==> config.mk <==
export PLATFORM = sky130hd
export DESIGN_NAME = mem_stage_v
export DESIGN_NICKNAME = d
export VERILOG_FILES = /design/src/rtl/mem_stage_v.sv
export SDC_FILE = /design/constraint.sdc
export NUM_CORES = 1
export LEC_CHECK = 0
export ABC_AREA = 1
export ABC_CLOCK_PERIOD_IN_PS = 8000
export CORE_ASPECT_RATIO = 1.5
export CORE_UTILIZATION = 49
export CTS_CLUSTER_DIAMETER = 60
export DETAILED_ROUTE_END_ITERATION = 10
export HOLD_SLACK_MARGIN = 0.02
export PLACE_DENSITY = 0.89
export SYNTH_ARGS = -nofsm -noshare
export SYNTH_HDL_FRONTEND = slang
export SYNTH_SLANG_ARGS = --single-unit
==> constraint.sdc <==
create_clock -name clk -period 8 [get_ports clk]
set_clock_uncertainty 0.05 [all_clocks]
set_input_delay 0.8 -clock clk [delete_from_list [all_inputs] [get_ports clk]]
set_output_delay 0.8 -clock clk [all_outputs]
set_load 0.02 [all_outputs]
==> src/rtl/mem_stage_v.sv <==
// Memory-access stage: a two-state controller drives a req/ack data bus for
// byte/half/word loads and stores, steers store lanes, extends load data, and
// registers the retired instruction into the MEM/WB outputs.
module mem_stage_v #(
   parameter int ADDR_BITS = 32,
   parameter int RD_BITS   = 5
) (
   input  logic                 clk,
   input  logic                 reset,
   input  logic                 ex_valid,
   input  logic                 ex_is_memRead,
   input  logic                 ex_is_memWrite,
   input  logic [2:0]           ex_funct3,
   input  logic [31:0]          ex_alu_data,
   input  logic [31:0]          ex_store_data,
   input  logic [RD_BITS-1:0]   ex_rd,
   input  logic                 ex_regWrite,
   output logic                 stall_o,
   output logic                 dmem_req,
   output logic                 dmem_we,
   output logic [ADDR_BITS-1:0] dmem_addr,
   output logic [31:0]          dmem_wdata,
   output logic [3:0]           dmem_wstrb,
   input  logic [31:0]          dmem_rdata,
   input  logic                 dmem_ack,
   output logic                 wb_valid,
   output logic                 is_memRead,
   output logic                 is_memWrite,
   output logic [31:0]          mem_data,
   output logic [31:0]          alu_data,
   output logic [RD_BITS-1:0]   rd,
   output logic                 regWrite,
   output logic                 mem_fault
);

   localparam logic [2:0] F3_B  = 3'b000;
   localparam logic [2:0] F3_H  = 3'b001;
   localparam logic [2:0] F3_W  = 3'b010;
   localparam logic [2:0] F3_BU = 3'b100;
   localparam logic [2:0] F3_HU = 3'b101;

   typedef enum logic {IDLE, BUSY} state_t;

   state_t               state_q, state_d;
   // Captured memory operation, held for the whole transaction.
   logic [2:0]           op_funct3_q, op_funct3_d;
   logic [1:0]           op_lo_q, op_lo_d;
   logic                 op_rd_q, op_rd_d;
   logic                 op_wr_q, op_wr_d;
   logic [31:0]          op_alu_q, op_alu_d;
   logic [31:0]          op_store_q, op_store_d;
   logic [RD_BITS-1:0]   op_rdidx_q, op_rdidx_d;
   logic                 op_rw_q, op_rw_d;
   // Bus and MEM/WB output registers.
   logic                 dmem_req_q, dmem_req_d;
   logic                 dmem_we_q, dmem_we_d;
   logic [ADDR_BITS-1:0] dmem_addr_q, dmem_addr_d;
   logic [31:0]          dmem_wdata_q, dmem_wdata_d;
   logic [3:0]           dmem_wstrb_q, dmem_wstrb_d;
   logic                 wb_valid_q, wb_valid_d;
   logic                 is_memRead_q, is_memRead_d;
   logic                 is_memWrite_q, is_memWrite_d;
   logic [31:0]          mem_data_q, mem_data_d;
   logic [31:0]          alu_data_q, alu_data_d;
   logic [RD_BITS-1:0]   rd_q, rd_d;
   logic                 regWrite_q, regWrite_d;
   logic                 mem_fault_q, mem_fault_d;

   logic                 ex_mem_op;
   logic                 ex_legal;
   logic [31:0]          st_wdata;
   logic [3:0]           st_wstrb;
   logic [7:0]           ld_byte;
   logic [15:0]          ld_half;
   logic [31:0]          ld_ext;

   assign ex_mem_op = ex_is_memRead | ex_is_memWrite;

   // Decide whether the incoming memory op is a legal, aligned access.
   always_comb begin
      // NOTE: every combinational output gets a default first so no path leaves it unassigned and infers a latch.
      ex_legal = 1'b0;
      if (!(ex_is_memRead && ex_is_memWrite)) begin
         case (ex_funct3)
            F3_B:    ex_legal = 1'b1;
            F3_H:    ex_legal = ~ex_alu_data[0];
            F3_W:    ex_legal = (ex_alu_data[1:0] == 2'b00);
            F3_BU:   ex_legal = ex_is_memRead;
            F3_HU:   ex_legal = ex_is_memRead & ~ex_alu_data[0];
            default: ex_legal = 1'b0;
         endcase
      end
   end

   // Replicate store data across lanes and pick the byte strobes.
   always_comb begin
      st_wdata = ex_store_data;
      st_wstrb = 4'b1111;
      case (ex_funct3[1:0])
         2'b00: begin
            st_wdata = {4{ex_store_data[7:0]}};
            st_wstrb = 4'b0001 << ex_alu_data[1:0];
         end
         2'b01: begin
            st_wdata = {2{ex_store_data[15:0]}};
            st_wstrb = ex_alu_data[1] ? 4'b1100 : 4'b0011;
         end
         default: ;
      endcase
   end

   // Select the addressed byte/half of the read word and extend it.
   always_comb begin
      case (op_lo_q)
         2'd0:    ld_byte = dmem_rdata[7:0];
         2'd1:    ld_byte = dmem_rdata[15:8];
         2'd2:    ld_byte = dmem_rdata[23:16];
         default: ld_byte = dmem_rdata[31:24];
      endcase
      ld_half = op_lo_q[1] ? dmem_rdata[31:16] : dmem_rdata[15:0];
      case (op_funct3_q)
         F3_B:    ld_ext = {{24{ld_byte[7]}}, ld_byte};
         F3_H:    ld_ext = {{16{ld_half[15]}}, ld_half};
         F3_BU:   ld_ext = {24'd0, ld_byte};
         F3_HU:   ld_ext = {16'd0, ld_half};
         default: ld_ext = dmem_rdata;
      endcase
   end

   // Next-state and next-output logic of the IDLE/BUSY controller.
   always_comb begin
      state_d       = state_q;
      op_funct3_d   = op_funct3_q;
      op_lo_d       = op_lo_q;
      op_rd_d       = op_rd_q;
      op_wr_d       = op_wr_q;
      op_alu_d      = op_alu_q;
      op_store_d    = op_store_q;
      op_rdidx_d    = op_rdidx_q;
      op_rw_d       = op_rw_q;
      dmem_req_d    = dmem_req_q;
      dmem_we_d     = dmem_we_q;
      dmem_addr_d   = dmem_addr_q;
      dmem_wdata_d  = dmem_wdata_q;
      dmem_wstrb_d  = dmem_wstrb_q;
      is_memRead_d  = is_memRead_q;
      is_memWrite_d = is_memWrite_q;
      mem_data_d    = mem_data_q;
      alu_data_d    = alu_data_q;
      rd_d          = rd_q;
      wb_valid_d    = 1'b0;
      regWrite_d    = 1'b0;
      mem_fault_d   = 1'b0;

      case (state_q)
         IDLE: begin
            if (ex_valid && !ex_mem_op) begin
               wb_valid_d    = 1'b1;
               is_memRead_d  = 1'b0;
               is_memWrite_d = 1'b0;
               mem_data_d    = 32'd0;
               alu_data_d    = ex_alu_data;
               rd_d          = ex_rd;
               regWrite_d    = ex_regWrite;
            end else if (ex_valid && !ex_legal) begin
               wb_valid_d    = 1'b1;
               mem_fault_d   = 1'b1;
               is_memRead_d  = ex_is_memRead;
               is_memWrite_d = ex_is_memWrite;
               mem_data_d    = 32'd0;
               alu_data_d    = ex_alu_data;
               rd_d          = ex_rd;
            end else if (ex_valid) begin
               state_d      = BUSY;
               op_funct3_d  = ex_funct3;
               op_lo_d      = ex_alu_data[1:0];
               op_rd_d      = ex_is_memRead;
               op_wr_d      = ex_is_memWrite;
               op_alu_d     = ex_alu_data;
               op_store_d   = ex_store_data;
               op_rdidx_d   = ex_rd;
               op_rw_d      = ex_regWrite;
               dmem_req_d   = 1'b1;
               dmem_we_d    = ex_is_memWrite;
               dmem_addr_d  = {ex_alu_data[ADDR_BITS-1:2], 2'b00};
               dmem_wdata_d = ex_is_memWrite ? st_wdata : 32'd0;
               dmem_wstrb_d = ex_is_memWrite ? st_wstrb : 4'b0000;
            end
         end
         BUSY: begin
            if (dmem_ack) begin
               state_d       = IDLE;
               dmem_req_d    = 1'b0;
               dmem_we_d     = 1'b0;
               wb_valid_d    = 1'b1;
               is_memRead_d  = op_rd_q;
               is_memWrite_d = op_wr_q;
               mem_data_d    = op_rd_q ? ld_ext : op_store_q;
               alu_data_d    = op_alu_q;
               rd_d          = op_rdidx_q;
               regWrite_d    = op_rd_q & op_rw_q;
            end
         end
         default: state_d = IDLE;
      endcase
   end

   // State, capture, bus and MEM/WB registers with asynchronous clear.
   always_ff @(posedge clk or posedge reset) begin
      if (reset) begin
         state_q       <= IDLE;
         op_funct3_q   <= 3'd0;
         op_lo_q       <= 2'd0;
         op_rd_q       <= 1'b0;
         op_wr_q       <= 1'b0;
         op_alu_q      <= 32'd0;
         op_store_q    <= 32'd0;
         op_rdidx_q    <= '0;
         op_rw_q       <= 1'b0;
         dmem_req_q    <= 1'b0;
         dmem_we_q     <= 1'b0;
         dmem_addr_q   <= '0;
         dmem_wdata_q  <= 32'd0;
         dmem_wstrb_q  <= 4'd0;
         wb_valid_q    <= 1'b0;
         is_memRead_q  <= 1'b0;
         is_memWrite_q <= 1'b0;
         mem_data_q    <= 32'd0;
         alu_data_q    <= 32'd0;
         rd_q          <= '0;
         regWrite_q    <= 1'b0;
         mem_fault_q   <= 1'b0;
      end else begin
         // NOTE: non-blocking assignments so every flop samples the pre-edge values of its neighbours.
         state_q       <= state_d;
         op_funct3_q   <= op_funct3_d;
         op_lo_q       <= op_lo_d;
         op_rd_q       <= op_rd_d;
         op_wr_q       <= op_wr_d;
         op_alu_q      <= op_alu_d;
         op_store_q    <= op_store_d;
         op_rdidx_q    <= op_rdidx_d;
         op_rw_q       <= op_rw_d;
         dmem_req_q    <= dmem_req_d;
         dmem_we_q     <= dmem_we_d;
         dmem_addr_q   <= dmem_addr_d;
         dmem_wdata_q  <= dmem_wdata_d;
         dmem_wstrb_q  <= dmem_wstrb_d;
         wb_valid_q    <= wb_valid_d;
         is_memRead_q  <= is_memRead_d;
         is_memWrite_q <= is_memWrite_d;
         mem_data_q    <= mem_data_d;
         alu_data_q    <= alu_data_d;
         rd_q          <= rd_d;
         regWrite_q    <= regWrite_d;
         mem_fault_q   <= mem_fault_d;
      end
   end

   assign stall_o     = (state_q == BUSY);
   assign dmem_req    = dmem_req_q;
   assign dmem_we     = dmem_we_q;
   assign dmem_addr   = dmem_addr_q;
   assign dmem_wdata  = dmem_wdata_q;
   assign dmem_wstrb  = dmem_wstrb_q;
   assign wb_valid    = wb_valid_q;
   assign is_memRead  = is_memRead_q;
   assign is_memWrite = is_memWrite_q;
   assign mem_data    = mem_data_q;
   assign alu_data    = alu_data_q;
   assign rd          = rd_q;
   assign regWrite    = regWrite_q;
   assign mem_fault   = mem_fault_q;

endmodule

# Yosys cells after proc, flatten, opt, wreduce, memory -nomap -nowiden
# Index checks and enable logic that the tools add are counted.
[op_classes]
n_eq_ne = 15
n_shift = 1
muxes = 54
n_bitwise = 7
n_reduce_logical = 13
[op_table]
columns = ["cell", "count"]
rows = [
  ["2-to-1 mux 32 bit", 8],
  ["case mux 32 bit (2 select lines)", 3],
  ["case mux 32 bit (4 select lines)", 1],
  ["2-to-1 mux 1 bit", 25],
  ["case mux 8 bit (3 select lines)", 1],
  ["2-to-1 mux 16 bit", 1],
  ["2-to-1 mux 5 bit", 3],
  ["case mux 1 bit (2 select lines)", 7],
  ["equality test 3 bit, second input constant", 4],
  ["case mux 5 bit (2 select lines)", 1],
  ["2-to-1 mux 4 bit", 2],
  ["!= test 2 bit, second input constant", 4],
  ["case mux 4 bit (2 select lines)", 1],
  ["AND reduction 4 bit", 2],
  ["equality test 3 x 1 -> 1 bit, second input constant", 2],
  ["zero test 2 bit", 3],
  ["zero test 3 bit", 2],
  ["case mux 1 bit (5 select lines)", 1],
  ["equality test 2 x 1 -> 1 bit, second input constant", 2],
  ["inverter 1 bit", 4],
  ["left shift 1 x 2 -> 4 bit, first input constant", 1],
  ["equality test 3 x 2 -> 1 bit, second input constant", 1],
  ["logical AND 1 bit", 3],
  ["!= test 3 bit, second input constant", 1],
  ["other kinds (5)", 7],
]
[word_totals]
regBits = 220
in_bits = 111
output_inout_bits = 145
elab_cells = 112

# Logic depth before layout (Yosys ltp)
[logic_depth]
word_depth = 9
ltp_mapped = 11

# Worst setup path before layout
# OpenSTA, ideal clock, no wires.
[synth_timing]
path_type = "input -> register"
from = "input port ex_is_memWrite"
to = "register state_q, in the netlist stall_o"
setup_ps = 128
arrival_ps = 1824
required_ps = 7822
path_slack_ps = 5998
stages = 7
path_cell_list = "buf_4 nor3_4 nor3_4 nand2_4 buf_2 buf_4 o21ai_0"
[synth_via]
elab_chain_cells = 7
[synth_rtl]
columns = ["element", "line_no", "rtl"]
rows = [
  ["start, declared", "12", "input logic ex_is_memWrite,"],
  ["logical AND 1 bit", "83", "if (!(ex_is_memRead && ex_is_memWrite)) begin"],
  ["2-to-1 mux 1 bit", "83", ""],
  ["zero test 1 bit", "165", "end else if (ex_valid && !ex_legal) begin"],
  ["logical AND 1 bit", "165", ""],
  ["2-to-1 mux 1 bit", "165", ""],
  ["2-to-1 mux 1 bit *", "157", "if (ex_valid && !ex_mem_op) begin"],
  ["case mux 1 bit (2 select lines) *", "155", "case (state_q)"],
  ["via state_d", "44", "state_t state_q, state_d;"],
  ["end signal, assigned", "235", "state_q <= state_d;"],
  ["end, declared", "44", ""],
]
# The timed path passes the listed nets; every way through them passes the cells marked *.
# A chain may end at the register's enable or synchronous reset.

# Worst setup path after layout
[layout_timing]
from = "input port ex_funct3[1]"
to = "register op_rdidx_q[1]"
[layout_via]
elab_chain_cells = 7
[layout_rtl]
columns = ["element", "line_no", "rtl"]
rows = [
  ["start, declared", "13", "input logic [2:0] ex_funct3,"],
  ["equality test 3 bit, or another cell as far along", "84", "case (ex_funct3)"],
  ["case mux 1 bit (5 select lines) *", "84", ""],
  ["2-to-1 mux 1 bit *", "83", ""],
  ["zero test 1 bit *", "165", ""],
  ["logical AND 1 bit *", "165", ""],
  ["inverter 1 bit (no source line) *", "--", ""],
  ["AND reduction 4 bit (no source line) *", "--", ""],
  ["end signal, assigned", "242", "op_rdidx_q <= op_rdidx_d;"],
  ["end, declared", "52", "logic [RD_BITS-1:0] op_rdidx_q, op_rdidx_d;"],
]
# Every way passes the cells marked *; elsewhere a longest branch is shown, timed or not.

==> results.sh <==
export IMPL_worst_ep_arrival_time_ps=4260
export IMPL_synth_area_per_cell_sq_um=7.71
export IMPL_drt_vias_per_instance=5.35
export IMPL_report_final_slew_viol_count=0
export IMPL_io_pins=256
export IMPL_final_hold_violation_count=0
export IMPL_core_sq_um=18500
export IMPL_die_area_sq_um=19500
export IMPL_finish_instance_area_sq_um=12300
export IMPL_crit_path_start_kind="input pin"
export IMPL_fp_dieH_microns=171
export IMPL_critPathRequiredTime_ps=8220
export IMPL_peakVddDrop_mv=0.167
export IMPL_synth_area_leader_cell="sky130_fd_sc_hd__dfrtp_1"
export IMPL_area_delta_synth_final_pct=31.8
export IMPL_ctsLongestPathBuffers=2
export IMPL_status="finished, final reports clean"
export IMPL_max_stage_delay_ps=990
export IMPL_final_nets=1487
export IMPL_setup_viol=0
export IMPL_drt_pass1_iter_count=5
export IMPL_max_cap_viol_count=0
export IMPL_critPathKind="input pin to flop"
export IMPL_via_count_of_the_first_global_routing_pass=8411
export IMPL_cts_hold_repair_buffers=0
export IMPL_drt_first_iter_violations=708
export IMPL_critPathMostFrequentCell="sky130_fd_sc_hd__nor2_1"
export IMPL_tritoncts="built"
export IMPL_power_density_cell_area_nw_per_um2=279
export IMPL_routabilityCongestion=0.915
export IMPL_dieWidth_microns=114
export IMPL_wire_length_per_cell_after_detailed_routing_microns=16.9
export IMPL_post_cts_resize_count=0
export IMPL_post_layout_total_power_w=0.00343
export IMPL_clock_insertion_delay_worst_skew_ps=430
export IMPL_ctsHtreeMaxLevel=4
export IMPL_syn_inst=1206
export IMPL_fmax_mhz=247
export IMPL_buffer_count_from_post_cts_setup_fixing=0
export IMPL_row_count=61
export IMPL_antenna_found_initial=0
export IMPL_pin_count_of_the_biggest_net_entering_global_routing=110
export IMPL_root_buffer="sky130_fd_sc_hd__clkbuf_16"
export IMPL_async_reset_ff_share_pct=100
export IMPL_yosys_warnings=0
export IMPL_drt_antenna_violating_nets=0
export IMPL_num_vias=8775
export IMPL_clock_sinks=188
export IMPL_syn_cell_area_sq_um=9300
export IMPL_synth_enable_flop_cells=0
export IMPL_relSlewSlack_pct=32.3
export IMPL_cp_top_family="buffers and inverters"
export IMPL_synth_sequential_area_ratio_pct=50.6
export IMPL_finalCriticalPeriod_ps=4040
export IMPL_grt_setup_unrepaired="no"
export IMPL_first_pass_grt_wire_length_mm=42.9
export IMPL_synth_top_area_share_pct=50.6
export IMPL_timing_critical_path_cells="clkdlybuf4s50_1 > nor2_1 > nor2_1 > nor2_1 > nand2_2 > inv_4 > nand2_4 > buf_4 > o21ai_0"
export IMPL_ys_types=26
export IMPL_top_post_synthesis_cells_by_area="sky130_fd_sc_hd__dfrtp_1 51%, sky130_fd_sc_hd__nand2_1 16%, sky130_fd_sc_hd__o21ai_0 8.6%"
export IMPL_starting_utilization_of_the_core_area_pct=50.2
export IMPL_synth_ff_type="sky130_fd_sc_hd__dfrtp_1"
export IMPL_leakagePower_nw=5.93
export IMPL_buffer_ports_inserted=253
export IMPL_drc=0
export IMPL_synth_top_cells_by_count="396 x sky130_fd_sc_hd__nand2_1, 188 x sky130_fd_sc_hd__dfrtp_1, 160 x sky130_fd_sc_hd__o21ai_0"
export IMPL_fin_tns_setup_ps=0
export IMPL_fraction_of_final_layout_cells_with_drive_strength_greater_than_1_pct=4.76
export IMPL_hold_class="flop to flop"
export IMPL_worst_slew_pin_slew_ps=1020
export IMPL_synth_ff_latch_count=188
export IMPL_post_synth_top_count_cell="sky130_fd_sc_hd__nand2_1"
export IMPL_finalWirelength_mm=27.7
export IMPL_global_route_usage_total_pct=28.8
export IMPL_dpl_cell_area_sq_um=11600
export IMPL_cts_made_buffers=17
export IMPL_worst_path_buf_inv=3
export IMPL_clkTransAtPathRegs_ps=70
export IMPL_critical_path_slowest_cell="sky130_fd_sc_hd__clkdlybuf4s50_1"
export IMPL_num_antenna_cells=0
export IMPL_layout_worst_path_cycle_share_pct=50.5
export IMPL_maximum_fanout_encountered_on_the_critical_timing_path=103
export IMPL_critical_path_endpoint_type="flop"
export IMPL_grt_overflow_total=0
export IMPL_hpwlAfterDp_mm=19.4
[metrics by stage]
step | setup WS (ps) | util, % | cells | hold WS (ps)
finish | 3960 | 66.1 | 1640 | 422
global route | 3640 | 66.1 | 1640 | 439
CTS | 4030 | 66.1 | 1640 | 425
global placement | 3700 | 62.5 | 1609 | 405
floorplan | 2040 | - | 1207 | 392
detailed placement | 3580 | 62.5 | 1609 | 409
[where the power goes]
group / switching, W / internal (W)
logic: 0.000654 / 0.000486
clock network: 0.000370 / 0.000574
registers: 0.000176 / 0.00116
[per-layer routing]
metal | GRT usage, % | vias to the layer above | part of all wire, %
met5 | 0 | - | 0
met4 | 18.0 | 0 | 5.9
met3 | 7.30 | 99 | 9.0
met2 | 47.6 | 453 | 49
met1 | 33.2 | 4089 | 36
li1 | - | 4134 | -
[layout by cell type, fill, tap and decap left out, drive strengths merged]
| cell | Yosys | final |
|---|---|---|
| nand2 | 401 | 401 |
| clkdlybuf4s50 | 0 | 253 |
| o21ai | 199 | 199 |
| dfrtp | 188 | 188 |
| inv | 118 | 122 |
| nor2 | 68 | 68 |
| nand3 | 38 | 38 |
| nand4 | 34 | 34 |
| clkbuf | 44 | 19 |
| a21oi | 16 | 16 |
| or2 | 15 | 15 |
| o211ai | 14 | 14 |
| bufinv | 0 | 5 |
| buf | 64 | 5 |
| o221ai | 3 | 3 |
| nor3 | 2 | 2 |
| conb | 1 | 2 |
| clkinv | 0 | 2 |
| a21boi | 1 | 1 |
| clkinvlp | 0 | 1 |
[cell families (layout without fill, tap and decap cells)]
group / Yosys count / in the layout / synth area share, %
and+or+nand+nor: 558 / 558 / 25.1
AOI/OAI and AO/OA: 233 / 233 / 13.1
buffers and inverters: 226 / 407 / 11.2
DFF: 188 / 188 / 50.6
other: 1 / 2 / 0.0403
[registers in the layout, indices dropped and copies added, names as in the netlist, 3 cells and up]
| register | count |
|---|---|
| mem_data | 32 |
| dmem_wdata | 32 |
| rd | 5 |
| alu_data | 32 |
| op_alu_q | 30 |
| dmem_wstrb | 4 |
| op_store_q | 32 |
| op_rdidx_q | 5 |
| op_funct3_q | 3 |
[worst reg2reg max path, cell delays in order, from the launching register on]
cell and delay [ps]:
sky130_fd_sc_hd__dfrtp_2 390, sky130_fd_sc_hd__buf_4 350, sky130_fd_sc_hd__nor3_4 750, sky130_fd_sc_hd__nand2_4 660, sky130_fd_sc_hd__buf_4 620, sky130_fd_sc_hd__nand2_1 150
sky130_fd_sc_hd__o21ai_0 110
[cell type report]
| cell class | instances | area [sq um] |
|---|---|---|
| inverter | 118 | 450 |
| fill | 1500 | 6290 |
| clock buffer | 19 | 453 |
| timing repair buffer | 258 | 2570 |
| clock inverter | 12 | 206 |
| tap | 252 | 315 |
| sequential | 188 | 4710 |
| multi-input combinational | 793 | 3560 |
[path summary, 6_finish.rpt]
kind / cells past startpoint / start / slack [ps] / end
worst max register to register: 6 / stall_o$_DFF_PP0_ / 4770 / op_rdidx_q[1]$_DFFE_PP0P_
min in group asynchronous: 2 / reset / 910 / alu_data[30]$_DFFE_PP0P_
worst min-delay path: 2 / op_store_q[15]$_DFFE_PP0P_ / 420 / op_store_q[15]$_DFFE_PP0P_
max in group asynchronous: 3 / reset / 5330 / dmem_wdata[19]$_DFFE_PP0P_
worst max-delay path: 9 / ex_funct3[1] / 3960 / op_rdidx_q[1]$_DFFE_PP0P_
worst min register to register: 2 / op_store_q[15]$_DFFE_PP0P_ / 420 / op_store_q[15]$_DFFE_PP0P_
Note: power is estimated with default switching activity, not from simulation.
